**config.mk**
```make
export PLATFORM = sky130hd
export DESIGN_NAME = mc_controller
export DESIGN_NICKNAME = d
export VERILOG_FILES = /design/src/rtl/mc_ctrl_pkg.sv /design/src/rtl/mc_condlogic.sv /design/src/rtl/mc_controller.sv
export SDC_FILE = /design/constraint.sdc
export NUM_CORES = 1
export LEC_CHECK = 0
export CAP_MARGIN = 20
export CORE_AREA = 2 2 48 50
export CTS_CLUSTER_SIZE = 24
export DETAILED_ROUTE_END_ITERATION = 10
export DIE_AREA = 0 0 50 52
export GPL_ROUTABILITY_DRIVEN = 0
export PLACE_DENSITY = 0.81
export SLEW_MARGIN = 20
export SYNTH_ARGS = -nofsm -noshare
export SYNTH_HDL_FRONTEND = slang
export SYNTH_SLANG_ARGS = --single-unit
```
**constraint.sdc**
```tcl
create_clock -name clk -period 4.28 [get_ports clk]
set_input_delay 0.856 -clock clk [delete_from_list [all_inputs] [get_ports clk]]
set_output_delay 0.856 -clock clk [all_outputs]
set_load 0.03 [all_outputs]
```
**src/rtl/mc_ctrl_pkg.sv**
```systemverilog
//==============================================================================
// Module   : mc_ctrl_pkg
// Brief    : Shared state enum and encodings for the multicycle controller.
// Revision : 1.0
//==============================================================================
`default_nettype none

package mc_ctrl_pkg;

  typedef enum logic [3:0] {
    s_fetch    = 4'd0,
    s_decode   = 4'd1,
    s_memadr   = 4'd2,
    s_memrd    = 4'd3,
    s_memwb    = 4'd4,
    s_memwr    = 4'd5,
    s_executer = 4'd6,
    s_executei = 4'd7,
    s_aluwb    = 4'd8,
    s_branch   = 4'd9,
    s_unknown  = 4'd10
  } state_t;

  // ALUControl command codes
  localparam logic [2:0] c_alu_add = 3'd0;
  localparam logic [2:0] c_alu_sub = 3'd1;
  localparam logic [2:0] c_alu_and = 3'd2;
  localparam logic [2:0] c_alu_orr = 3'd3;
  localparam logic [2:0] c_alu_eor = 3'd4;

  // Funct[4:1] data-processing opcodes
  localparam logic [3:0] c_cmd_and = 4'b0000;
  localparam logic [3:0] c_cmd_eor = 4'b0001;
  localparam logic [3:0] c_cmd_sub = 4'b0010;
  localparam logic [3:0] c_cmd_add = 4'b0100;
  localparam logic [3:0] c_cmd_tst = 4'b1000;
  localparam logic [3:0] c_cmd_cmp = 4'b1010;
  localparam logic [3:0] c_cmd_orr = 4'b1100;

  localparam logic [1:0] c_res_aluout = 2'b00;
  localparam logic [1:0] c_res_data   = 2'b01;
  localparam logic [1:0] c_res_alu    = 2'b10;

  localparam logic [1:0] c_srcb_reg  = 2'b00;
  localparam logic [1:0] c_srcb_imm  = 2'b01;
  localparam logic [1:0] c_srcb_four = 2'b10;

  localparam logic [3:0] c_cond_eq = 4'h0;
  localparam logic [3:0] c_cond_ne = 4'h1;
  localparam logic [3:0] c_cond_cs = 4'h2;
  localparam logic [3:0] c_cond_cc = 4'h3;
  localparam logic [3:0] c_cond_mi = 4'h4;
  localparam logic [3:0] c_cond_pl = 4'h5;
  localparam logic [3:0] c_cond_vs = 4'h6;
  localparam logic [3:0] c_cond_vc = 4'h7;
  localparam logic [3:0] c_cond_hi = 4'h8;
  localparam logic [3:0] c_cond_ls = 4'h9;
  localparam logic [3:0] c_cond_ge = 4'hA;
  localparam logic [3:0] c_cond_lt = 4'hB;
  localparam logic [3:0] c_cond_gt = 4'hC;
  localparam logic [3:0] c_cond_le = 4'hD;
  localparam logic [3:0] c_cond_al = 4'hE;

endpackage

`default_nettype wire

```
**src/rtl/mc_condlogic.sv**
```systemverilog
//==============================================================================
// Module   : mc_condlogic
// Brief    : Flags register, ARM condition evaluation and write-enable gating.
// Revision : 1.0
//==============================================================================
`default_nettype none

module mc_condlogic
  import mc_ctrl_pkg::*;
(
  input  logic       clk,
  input  logic       rst_n,
  input  logic [3:0] i_cond,
  input  logic [3:0] i_alu_flags,
  input  logic [1:0] i_flag_w,
  input  logic       i_next_pc,
  input  logic       i_branch,
  input  logic       i_reg_w,
  input  logic       i_mem_w,
  output logic       o_pc_write,
  output logic       o_reg_write,
  output logic       o_mem_write
);

  logic [3:0] r_flags;
  logic       w_n, w_z, w_c, w_v;
  logic       w_cond_ex;

  assign {w_n, w_z, w_c, w_v} = r_flags;

  always_comb begin
    w_cond_ex = 1'b0;
    case (i_cond)
      c_cond_eq: w_cond_ex = w_z;
      c_cond_ne: w_cond_ex = ~w_z;
      c_cond_cs: w_cond_ex = w_c;
      c_cond_cc: w_cond_ex = ~w_c;
      c_cond_mi: w_cond_ex = w_n;
      c_cond_pl: w_cond_ex = ~w_n;
      c_cond_vs: w_cond_ex = w_v;
      c_cond_vc: w_cond_ex = ~w_v;
      c_cond_hi: w_cond_ex = w_c & ~w_z;
      c_cond_ls: w_cond_ex = ~w_c | w_z;
      c_cond_ge: w_cond_ex = (w_n == w_v);
      c_cond_lt: w_cond_ex = (w_n != w_v);
      c_cond_gt: w_cond_ex = ~w_z & (w_n == w_v);
      c_cond_le: w_cond_ex = w_z | (w_n != w_v);
      c_cond_al: w_cond_ex = 1'b1;
      default:   w_cond_ex = 1'b0;
    endcase
  end

  // NZ and CV halves load independently so logical ops keep the carry.
  always_ff @(posedge clk or negedge rst_n) begin
    if (!rst_n) begin
      r_flags <= 4'b0000;
    end else begin
      if (i_flag_w[1] && w_cond_ex) r_flags[3:2] <= i_alu_flags[3:2];
      if (i_flag_w[0] && w_cond_ex) r_flags[1:0] <= i_alu_flags[1:0];
    end
  end

  assign o_pc_write  = i_next_pc | (i_branch & w_cond_ex);
  assign o_reg_write = i_reg_w & w_cond_ex;
  assign o_mem_write = i_mem_w & w_cond_ex;

endmodule

`default_nettype wire

```
**src/rtl/mc_controller.sv**
```systemverilog
//==============================================================================
// Module   : mc_controller
// Brief    : Multicycle ARM-subset control unit: main FSM and ALU decoder.
// Revision : 1.0
//==============================================================================
`default_nettype none

module mc_controller
  import mc_ctrl_pkg::*;
#(
  parameter int ALUC_W = 2
) (
  input  logic              clk,
  input  logic              reset,
  input  logic [19:0]       Instr,
  input  logic [3:0]        ALUFlags,
  output logic              PCWrite,
  output logic              AdrSrc,
  output logic              MemWrite,
  output logic              IRWrite,
  output logic              ALUSrcA,
  output logic              RegWrite,
  output logic              Illegal,
  output logic [1:0]        ResultSrc,
  output logic [1:0]        ALUSrcB,
  output logic [1:0]        ImmSrc,
  output logic [1:0]        RegSrc,
  output logic [ALUC_W-1:0] ALUControl
);

  localparam bit c_ext = (ALUC_W == 3);

  logic [3:0] w_cond;
  logic [1:0] w_op;
  logic [5:0] w_funct;
  logic       w_unused_bits;

  assign w_cond        = Instr[19:16];
  assign w_op          = Instr[15:14];
  assign w_funct       = Instr[13:8];
  assign w_unused_bits = ^Instr[7:0];

  state_t r_state, w_next;

  logic       w_next_pc, w_branch, w_reg_w, w_mem_w, w_alu_op;
  logic       w_irwrite, w_adrsrc, w_alusrca, w_illegal;
  logic [1:0] w_resultsrc, w_alusrcb;

  logic [ALUC_W-1:0] w_cmd_code;
  logic              w_cmd_ok, w_cmd_cv, w_no_write;
  logic [1:0]        w_flag_w;

  // Command decode depends only on Funct so NoWrite stays valid in ALUWB.
  always_comb begin
    w_cmd_code = '0;
    w_cmd_ok   = 1'b0;
    w_cmd_cv   = 1'b0;
    w_no_write = 1'b1;
    case (w_funct[4:1])
      c_cmd_add: begin
        w_cmd_code = ALUC_W'(c_alu_add); w_cmd_ok = 1'b1; w_cmd_cv = 1'b1; w_no_write = 1'b0;
      end
      c_cmd_sub: begin
        w_cmd_code = ALUC_W'(c_alu_sub); w_cmd_ok = 1'b1; w_cmd_cv = 1'b1; w_no_write = 1'b0;
      end
      c_cmd_and: begin
        w_cmd_code = ALUC_W'(c_alu_and); w_cmd_ok = 1'b1; w_no_write = 1'b0;
      end
      c_cmd_orr: begin
        w_cmd_code = ALUC_W'(c_alu_orr); w_cmd_ok = 1'b1; w_no_write = 1'b0;
      end
      c_cmd_eor: if (c_ext) begin
        w_cmd_code = ALUC_W'(c_alu_eor); w_cmd_ok = 1'b1; w_no_write = 1'b0;
      end
      c_cmd_cmp: if (c_ext) begin
        w_cmd_code = ALUC_W'(c_alu_sub); w_cmd_ok = 1'b1; w_cmd_cv = 1'b1;
      end
      c_cmd_tst: if (c_ext) begin
        w_cmd_code = ALUC_W'(c_alu_and); w_cmd_ok = 1'b1;
      end
      default: ;
    endcase
  end

  assign ALUControl  = w_alu_op ? w_cmd_code : '0;
  assign w_flag_w[1] = w_funct[0] & w_alu_op & w_cmd_ok;
  assign w_flag_w[0] = w_funct[0] & w_alu_op & w_cmd_cv;

  always_ff @(posedge clk or negedge reset) begin
    if (!reset) r_state <= s_fetch;
    else        r_state <= w_next;
  end

  always_comb begin
    w_next      = s_fetch;
    w_next_pc   = 1'b0;
    w_branch    = 1'b0;
    w_reg_w     = 1'b0;
    w_mem_w     = 1'b0;
    w_alu_op    = 1'b0;
    w_irwrite   = 1'b0;
    w_adrsrc    = 1'b0;
    w_alusrca   = 1'b0;
    w_illegal   = 1'b0;
    w_resultsrc = c_res_aluout;
    w_alusrcb   = c_srcb_reg;
    case (r_state)
      s_fetch: begin
        w_irwrite   = 1'b1;
        w_alusrca   = 1'b1;
        w_alusrcb   = c_srcb_four;
        w_resultsrc = c_res_alu;
        w_next_pc   = 1'b1;
        w_next      = s_decode;
      end
      s_decode: begin
        w_alusrca   = 1'b1;
        w_alusrcb   = c_srcb_four;
        w_resultsrc = c_res_alu;
        case (w_op)
          2'b00:   w_next = w_funct[5] ? s_executei : s_executer;
          2'b01:   w_next = s_memadr;
          2'b10:   w_next = s_branch;
          default: w_next = s_unknown;
        endcase
      end
      s_memadr: begin
        w_alusrcb = c_srcb_imm;
        w_next    = w_funct[0] ? s_memrd : s_memwr;
      end
      s_memrd: begin
        w_adrsrc = 1'b1;
        w_next   = s_memwb;
      end
      s_memwb: begin
        w_resultsrc = c_res_data;
        w_reg_w     = 1'b1;
      end
      s_memwr: begin
        w_adrsrc = 1'b1;
        w_mem_w  = 1'b1;
      end
      s_executer: begin
        w_alu_op = 1'b1;
        w_next   = s_aluwb;
      end
      s_executei: begin
        w_alusrcb = c_srcb_imm;
        w_alu_op  = 1'b1;
        w_next    = s_aluwb;
      end
      s_aluwb: begin
        w_reg_w = ~w_no_write;
      end
      s_branch: begin
        w_alusrcb   = c_srcb_imm;
        w_resultsrc = c_res_alu;
        w_branch    = 1'b1;
      end
      s_unknown: begin
        w_illegal = 1'b1;
      end
      default: w_next = s_fetch;
    endcase
  end

  assign IRWrite   = w_irwrite;
  assign AdrSrc    = w_adrsrc;
  assign ALUSrcA   = w_alusrca;
  assign ALUSrcB   = w_alusrcb;
  assign ResultSrc = w_resultsrc;
  assign Illegal   = w_illegal;
  assign ImmSrc    = w_op;
  assign RegSrc    = {w_op == 2'b01, w_op == 2'b10};

  mc_condlogic u_cond (
    .clk         (clk),
    .rst_n       (reset),
    .i_cond      (w_cond),
    .i_alu_flags (ALUFlags),
    .i_flag_w    (w_flag_w),
    .i_next_pc   (w_next_pc),
    .i_branch    (w_branch),
    .i_reg_w     (w_reg_w),
    .i_mem_w     (w_mem_w),
    .o_pc_write  (PCWrite),
    .o_reg_write (RegWrite),
    .o_mem_write (MemWrite)
  );

endmodule

`default_nettype wire

```
* Word level (Yosys, flattened, before mapping)
Cells that the tools add are included.
Cells by class: equality and inequality tests 31, multiplexer cells 19, bitwise gates (word level) 15, reductions and logical operators 13
Operators with widths (number):
- equality test 4 bit (second input constant) | 11
- equality test 4 x 3 -> 1 bit (second input constant) | 9
- equality test 4 x 2 -> 1 bit (second input constant) | 5
- case mux 4 bit (5 select lines) | 1
- case mux 1 bit (15 select lines) | 1
- zero test 4 bit | 3
- case mux 4 bit (3 select lines) | 1
- two-way mux 1 bit | 10
- bitwise AND 1 bit | 8
- equality test 4 x 1 -> 1 bit (second input constant) | 2
- case mux 2 bit (2 select lines) | 2
- OR reduction 2 bit | 4
- case mux 2 bit (3 select lines) | 1
- OR reduction 3 bit | 2
- NOT 1 bit | 4
- OR reduction 4 bit | 1
- two-way mux 3 bit | 1
- OR 1 bit | 3
- equality test 2 x 1 -> 1 bit (second input constant) | 1
- equality test 2 bit (second input constant) | 1
- logical AND 1 bit | 2
- zero test 2 bit | 1
- two-way mux 2 bit | 1
- case mux 1 bit (2 select lines) | 1
- other kinds (2) | 2
Word-level totals: register bits 8, output and inout port bits 17

* Depth between registers and ports, before layout
Gate-level depths: netlist of run 1.
word-level depth 6, depth in mapped cells 7, gate-level depth less buffers 6

* By module
From an unflattened synthesis of run 1, not the netlist that was laid out.
Unflattened totals: cells, all modules 100, area, all modules 832.0 um^2
By module, submodules not included:
- mc_controller | instances 1, cells each 57, area an instance 422.9 um^2, sequential area each 100.1 um^2
- mc_condlogic | instances 1, cells each 43, area an instance 409.1 um^2, sequential area each 100.1 um^2

* Least setup slack after synthesis of run 1
OpenSTA, ideal clock, no wires.
path type input to output, start input Instr[17], end output RegWrite, data arrival time 2.939 ns, required time 3.424 ns, path slack 0.485 ns, stages on the path 6, path buffers 1, cell sequence buf_6 or3b_1 a21o_1 a311oi_2 a2111oi_4 nor4b_1
Between the ends: longest elaborated chain between the ends 3, elaborated cells on any way between the ends 17, those cells by class eq/ne (14); mux (1); bitwise (1); reduce/logical (1)
Ends and longest elaborated chain:
- start, declared | line mc_controller.sv:15 | input logic [19:0] Instr,
- equality test 4 bit (tied with other cells) | line mc_condlogic.sv:33 | case (i_cond)
- case mux 1 bit (15 select lines) * | line mc_condlogic.sv:33
- bitwise AND 1 bit * | line mc_condlogic.sv:64 | assign o_reg_write = i_reg_w & w_cond_ex;
- end, declared | line mc_controller.sv:22 | output logic RegWrite,
Every way passes the cells marked *; elsewhere a longest branch is shown, timed or not.

* Final worst setup path of run 1
start input Instr[19], end output PCWrite
Between the ends: longest elaborated chain between the ends 4, elaborated cells on any way between the ends 18, those cells by class eq/ne (14); mux (1); bitwise (2); reduce/logical (1)
Ends and longest elaborated chain:
- equality test 4 bit (tied with other cells) | line mc_condlogic.sv:33
- case mux 1 bit (15 select lines) * | line mc_condlogic.sv:33
- bitwise AND 1 bit * | line mc_condlogic.sv:63 | assign o_pc_write = i_next_pc | (i_branch & w_cond_ex);
- OR 1 bit * | line mc_condlogic.sv:63
- end, declared | line mc_controller.sv:17 | output logic PCWrite,
Marks and branches as above.

==> results of run 1 <==
worst paths after layout:
check	to	slack, ns	cells past startpoint
min in group asynchronous	u_cond.r_flags[0]$_DFFE_PN0P_	0.87	1
max in group asynchronous	r_state[1]$_DFF_PN0_	3.17	1
setup reg to reg	u_cond.r_flags[2]$_DFFE_PN0P_	2.05	6
hold reg to reg	u_cond.r_flags[1]$_DFFE_PN0P_	0.53	1
setup / recovery	PCWrite	0.19	8
hold / removal	u_cond.r_flags[1]$_DFFE_PN0P_	0.53	1
logic make-up after synthesis:
logic type / Yosys count / share of synthesized area (%)
AOI/OAI and AO/OA: 22 / 21.7
xor gates and xnor gates: 7 / 7.35
buffers and inverters: 13 / 8.69
DFF: 8 / 24.0
muxes: 4 / 5.40
and+or+nand+nor: 49 / 32.8
worst max-delay path: cells and delay by family:
family	cells	cell delay [ns]
compound gates	3	0.90
buf+inv	3	1.29
simple gates	2	0.18
per-layer routing:
metal / track usage, % / vias up / wire length (um)
li1: - / 433 / -
met1: 19.1 / 410 / 896
met2: 32.5 / 35 / 1100
met3: 4.31 / 0 / 138
met4: 4.63 / 0 / 0
met5: 0 / - / 0
placed cells by master, fill, tap and decap left out, types with 3 or more instances in the layout:
| master | Yosys | final |
|---|---|---|
| sky130_fd_sc_hd__buf_4 | 4 | 5 |
| sky130_fd_sc_hd__xor2_1 | 3 | 3 |
| sky130_fd_sc_hd__nor2_1 | 9 | 9 |
| sky130_fd_sc_hd__nand2b_1 | 4 | 4 |
| sky130_fd_sc_hd__clkdlybuf4s50_1 | 0 | 33 |
| sky130_fd_sc_hd__mux2_1 | 4 | 4 |
| sky130_fd_sc_hd__nand2_1 | 5 | 5 |
| sky130_fd_sc_hd__o21ai_0 | 4 | 4 |
| sky130_fd_sc_hd__nand3b_1 | 4 | 4 |
| sky130_fd_sc_hd__a21oi_1 | 4 | 4 |
| sky130_fd_sc_hd__nor2b_1 | 7 | 7 |
| sky130_fd_sc_hd__nor3_1 | 9 | 9 |
| sky130_fd_sc_hd__clkbuf_4 | 0 | 3 |
| sky130_fd_sc_hd__inv_1 | 3 | 3 |
| sky130_fd_sc_hd__dfrtp_1 | 8 | 8 |
| sky130_fd_sc_hd__xnor2_1 | 4 | 4 |
registers in the layout, indices dropped and copies added (netlist names):
register / cells
r_state: 4
u_cond.r_flags: 4
cells in the mapped netlist, types with 4 or more instances:
cell,number
sky130_fd_sc_hd__dfrtp_1,8
sky130_fd_sc_hd__nor2_1,9
sky130_fd_sc_hd__nand2_1,5
sky130_fd_sc_hd__nor2b_1,7
sky130_fd_sc_hd__buf_4,4
sky130_fd_sc_hd__o21ai_0,4
sky130_fd_sc_hd__mux2_1,4
sky130_fd_sc_hd__xnor2_1,4
sky130_fd_sc_hd__a21oi_1,4
sky130_fd_sc_hd__nand2b_1,4
sky130_fd_sc_hd__nand3b_1,4
sky130_fd_sc_hd__nor3_1,9
metrics by stage:
step | total power, uW | cell area (um^2)
2_1_floorplan | 426 | 835
3_5_place_dp | 587 | 1180
4_1_cts | 647 | 1200
5_1_grt | 688 | 1200
6_report | 643 | 1200
3_3_place_gp | 578 | 1180
cell type report:
cell class / instances / area, um^2
inverters: 3 / 11.3
repair buffers: 38 / 368
fillers: 192 / 907
multi-input cells: 82 / 562
flip-flops and latches: 8 / 200
clock buffers: 3 / 22.5
well taps: 28 / 35.0
power by group through the flow:
stage	logic [uW]	registers (uW)	clock network [uW]
global placement	428	150	0
floorplan	310	115	0
finish	436	153	54.9
global route	468	158	61.4
CTS	440	150	56.6
detailed placement	436	151	0
==> run summary, run 1 <==
## Outcome
* status: complete, no violations

## Clocking
* master cell of the clock root buffer: sky130_fd_sc_hd__clkbuf_4
* number of buffers created by CTS: 3
* clock edge transition at the registers on the reported setup and hold paths: 0.05 ns
* CTS Sinks: 8
* Setup Buffers After CTS: 0
* CTS Hold Bufs: 0
* Max Buffers Root-to-Sink: 2
* total number of H-tree levels: 1
* TritonCTS clock tree: built
* post-CTS sizing: 0
* clock latency of the later-clocked register in the worst-skew pair: 0.24 ns

## Synthesis
* Synth Area per Inst: 8.10 um^2
* largest area contributor in the synthesized netlist: sky130_fd_sc_hd__dfrtp_1
* Post-Synthesis Cells: 103
* dominant synthesized flop cell: sky130_fd_sc_hd__dfrtp_1
* nets in the synthesized netlist: 129
* library cells used by synthesis: 38
* #FFs+latches synth: 8
* area of the mapped netlist: 835 um^2
* count of flip-flops with a built-in enable after synthesis: 0
* number of warnings issued by yosys: 0
* sequential fraction of the synthesis area: 24.0%
* share of the synthesized area in the top cell type: 24.0%
* FFs w/ async S/R, synth: 100%
* synth top area cells: sky130_fd_sc_hd__dfrtp_1 24%, sky130_fd_sc_hd__nor3_1 5.4%, sky130_fd_sc_hd__mux2_1 5.4%

## Place
* pre-CTS setup slack: 0.213 ns
* total of buffers placed on input and output ports: 34
* number of instances in the placed design: 159
* post-detail-place hpwl: 1.71 mm

## Global route
* number of global-route vias before repair: 838
* largest net degree at the start of global routing: 14
* antenna violations before repair: 0
* overall routing resource usage: 17.3%
* global-route wire length before repair: 3.51 mm
* grt ovf: 0

## Critical path
* CP Max Fanout: 10
* startpoint type of the worst setup path: input pin
* Crit path required time: 3.42 ns
* worst-path cell chain: clkdlybuf4s50_1, buf_4, nor2_1, nor3_1, o31a_1, a2111oi_4, o21bai_1, clkdlybuf4s50_1
* Data arrival, critical path: 3.23 ns
* cell seen most often among critical-path stages: sky130_fd_sc_hd__clkdlybuf4s50_1
* FF-to-FF Start: u_cond.r_flags[0]$_DFFE_PN0P_
* Worst path max stage delay: 0.61 ns
* slowest cell on the critical path: sky130_fd_sc_hd__clkdlybuf4s50_1
* element type at the critical path end: output pin
* critical path type: in2out
* Setup crit start: Instr[19]

## Finish
* final standard cell utilization of the core: 56.9%
* final standard cell count with taps included and fillers excluded: 162
* proportion of layout cells with a drive suffix above 1: 8.96%
* Final nets: 162
* diode count: 0
* Area growth syn-to-layout: 43.6%

## Floorplanning
* Chip Height: 52 um
* Die ar.: 0.00260 mm^2
* Core Footprint: 0.00211 mm^2
* number of ports placed on the die boundary: 43
* total number of placement rows: 17
* chip width: 50 um
* initial core utilization: 39.6%

## Route
* post-detailed-route via-to-cell ratio: 5.42
* Final ANT Viol Nets: 0
* average wire per cell in the routed design: 13.2 um
* final wirelength: 2.14 mm
* number of detailed-route iterations in the first pass: 4
* number of design rule violations left after detail routing: 0
* DRC violation total after the first TritonRoute iteration: 10
* total number of vias: 878

## Timing
* clock period minus worst slack: 4.09 ns
* Hold Violations, Final: 0
* Max Freq: 245 MHz
* unrepaired setup endpoints after global routing: false
* worst slack on hold paths: 0.531 ns
* number of endpoints failing setup at the final stage: 0
* setup TNS after final layout: 0 ns
* worst rel slew slack: 72.3%
* slew at the pin closest to its max-slew limit: 0.412 ns
* Final WS setup: 0.193 ns
* final worst clock skew: 0.000403 ns
* final period utilization: 95.5%
* max-slew violation count: 0

## Power and ir drop
* Sequential Power Share: 23.7%
* maximum ir drop on the vdd rail: 0.000437 V
* pwr/cell area: 537 mW/mm^2
* Leak: 0.000464 uW
* Sw Share: 49.8%
* switching component of the power: 320 uW
* Internal Pwr Total: 323 uW
* Clock Power Share: 8.5%
* combinational fraction of design power: 67.8%

## Run
* maximum capacitance violations: 0

## Min path
* hold crit path type: reg2reg
* worst min-delay path startpoint: u_cond.r_flags[1]$_DFFE_PN0P_

Note: power is estimated with default switching activity, not from simulation.
==> inputs of run 2 (changes only) <==
--- a/config.mk
+++ b/config.mk
@@ -5,13 +5,14 @@
 export SDC_FILE = /design/constraint.sdc
 export NUM_CORES = 1
 export LEC_CHECK = 0
+export ABC_CLOCK_PERIOD_IN_PS = 4280
 export CAP_MARGIN = 20
-export CORE_AREA = 2 2 48 50
+export CORE_AREA = 2 2 49 51
 export CTS_CLUSTER_SIZE = 24
 export DETAILED_ROUTE_END_ITERATION = 10
-export DIE_AREA = 0 0 50 52
+export DIE_AREA = 0 0 51 53
 export GPL_ROUTABILITY_DRIVEN = 0
-export PLACE_DENSITY = 0.81
+export PLACE_DENSITY = 0.78
 export SLEW_MARGIN = 20
 export SYNTH_ARGS = -nofsm -noshare
 export SYNTH_HDL_FRONTEND = slang
==> run 2 against run 1 <==
Net effect: sequential share of layout area is 0.11 points higher; first-iteration DRC count is 20% lower; clock skew is essentially flat; critical path depth is the same; global-route usage decreased by 2.0 points; die area increased by 4.0%; critical path type unchanged; largest power group unchanged.
==> run summary, run 2 (same netlist as run 1, synthesis figures left out) <==
## Timing
* slew at the pin closest to its max-slew limit: 0.401 ns, -0.0110 ns
* setup TNS after final layout: 0 ns, unchanged
* Final WS setup: 0.178 ns, -0.0148 ns
* Max Freq: 244 MHz, -0.36%
* unrepaired setup endpoints after global routing: false
* final period utilization: 95.8%, +0.35 points
* Hold Violations, Final: 0, unchanged
* max-slew violation count: 0, unchanged
* worst rel slew slack: 73.3%, +0.97 points
* final worst clock skew: 0.000874 ns, +0.000471 ns
* clock period minus worst slack: 4.10 ns, +0.0148 ns
* number of endpoints failing setup at the final stage: 0, unchanged

## Route
* Final ANT Viol Nets: 0, unchanged
* number of design rule violations left after detail routing: 0, unchanged
* DRC violation total after the first TritonRoute iteration: 8, -2
* average wire per cell in the routed design: 12.2 um, -7.9%
* post-detailed-route via-to-cell ratio: 5.11, -5.7%
* total number of vias: 823, -6.3%
* final wirelength: 1.96 mm, -8.5%
* number of detailed-route iterations in the first pass: 4, unchanged

## Finish
* proportion of layout cells with a drive suffix above 1: 8.27%, -0.68 points
* Final nets: 161, -0.62%
* Area growth syn-to-layout: 42.7%
* largest registers: r_state: 4 flops, u_cond.r_flags: 4 flops
* commonest non-fill, non-tap cell in the layout: sky130_fd_sc_hd__clkdlybuf4s50_1
* highest-count cells in the layout ignoring fill and taps: 33 x sky130_fd_sc_hd__clkdlybuf4s50_1, 9 x sky130_fd_sc_hd__nor3_1, 9 x sky130_fd_sc_hd__nor2_1
* diode count: 0, unchanged

## Floorplanning
* initial core utilization: 38.8%, -0.78 points
* number of ports placed on the die boundary: 43, unchanged
* Core Footprint: 0.00215 mm^2, +2.0%
* chip width: 51 um, +2.0%
* Die ar.: 0.00270 mm^2, +4.0%
* total number of placement rows: 17, unchanged
* Chip Height: 53 um, +1.9%

## Global route
* number of global-route vias before repair: 766, -8.6%
* antenna violations before repair: 0, unchanged
* global-route wire length before repair: 3.21 mm, -8.5%
* largest net degree at the start of global routing: 14, unchanged
* grt ovf: 0, unchanged
* overall routing resource usage: 15.3%, -2.0 points

## Critical path
* Data arrival, critical path: 3.25 ns, +0.02 ns
* critical path type: in2out
* worst-path cell chain: clkdlybuf4s50_1, buf_4, nand3b_1, a211o_1, a311oi_2, a2111oi_4, nor3_1, clkdlybuf4s50_1
* startpoint type of the worst setup path: input pin
* element type at the critical path end: output pin
* cell seen most often among critical-path stages: sky130_fd_sc_hd__clkdlybuf4s50_1
* slowest cell on the critical path: sky130_fd_sc_hd__clkdlybuf4s50_1
* crit-path leading delay family: buffers and inverters
* Worst path max stage delay: 0.71 ns, +0.10 ns
* buffers plus inverters on the worst setup path: 3, unchanged
* CP Max Fanout: 9, -1
* Crit path required time: 3.42 ns, about the same

## Clocking
* clock latency of the later-clocked register in the worst-skew pair: 0.24 ns, about the same
* TritonCTS clock tree: built
* master cell of the clock root buffer: sky130_fd_sc_hd__clkbuf_4
* Setup Buffers After CTS: 0, unchanged
* CTS Hold Bufs: 0, unchanged
* post-CTS sizing: 0, unchanged
* number of buffers created by CTS: 3, unchanged
* Max Buffers Root-to-Sink: 2, unchanged
* total number of H-tree levels: 1, unchanged
* CTS Sinks: 8, unchanged
* clock edge transition at the registers on the reported setup and hold paths: 0.05 ns, about the same

## Power and ir drop
* Leak: 0.000459 uW, -1.0%
* maximum ir drop on the vdd rail: 0.000429 V, -1.8%
* pwr/cell area: 531 mW/mm^2, -0.99%

## Place
* pre-CTS setup slack: 0.195 ns, -0.0179 ns
* post-detail-place hpwl: 1.54 mm, -9.8%
* total of buffers placed on input and output ports: 34, unchanged

## Min path
* hold crit path type: reg2reg

## Run
* maximum capacitance violations: 0, unchanged

## Outcome
* status: complete, no violations

[run 2: changes by cell type in the layout (fill, tap and decap cells not counted), sizes merged]
cell / change
buf: -1
[run 2: worst paths after layout]
path                                                from                            end  slack, ns  depth (start not counted)
hold / removal             u_cond.r_flags[1]$_DFFE_PN0P_  u_cond.r_flags[1]$_DFFE_PN0P_       0.53                          1
min in group asynchronous                          reset           r_state[2]$_DFF_PN0_       0.88                          1
setup / recovery                               Instr[18]                       MemWrite       0.18                          8
hold reg to reg            u_cond.r_flags[1]$_DFFE_PN0P_  u_cond.r_flags[1]$_DFFE_PN0P_       0.53                          1
setup reg to reg           u_cond.r_flags[0]$_DFFE_PN0P_  u_cond.r_flags[2]$_DFFE_PN0P_       2.09                          6
max in group asynchronous                          reset  u_cond.r_flags[0]$_DFFE_PN0P_       3.16                          1
[run 2: per-stage QoR]
step / util, % / std cells / cell area (um^2) / hold WS [ns] / total power, uW
final: 55.4 / 161 / 1190 / 0.530 / 633
after detailed placement: 54.4 / 158 / 1170 / 0.523 / 578
after floorplan: - / 103 / 835 / 0.499 / 426
after CTS: 55.4 / 161 / 1190 / 0.535 / 637
after global placement: 54.4 / 158 / 1170 / 0.520 / 577
after global routing: 55.4 / 161 / 1190 / 0.542 / 681
[run 2: layer usage]
layer | track usage [%] | wire [um] | part of all wire [%] | up-vias
li1 | - | - | - | 425
met1 | 18.8 | 893 | 46 | 367
met2 | 27.3 | 942 | 48 | 31
met4 | 2.70 | 0 | 0 | 0
met3 | 3.67 | 122 | 6.2 | 0
met5 | 0 | 0 | 0 | -
[run 2: area by class of cell]
type                    count  area [um^2]
inverters                   3         11.3
fillers                   197          957
multi-input cells          82          562
well taps                  28         35.0
flip-flops and latches      8          200
repair buffers             37          360
clock buffers               3         22.5
[run 2: power by group]
group	switching [uW]	internal (uW)	leakage, uW
Clock	20.8	31.8	0.0000138
Combinational	239	192	0.000338
Sequential	50.8	98.9	0.000107
Total	311	322	0.000459
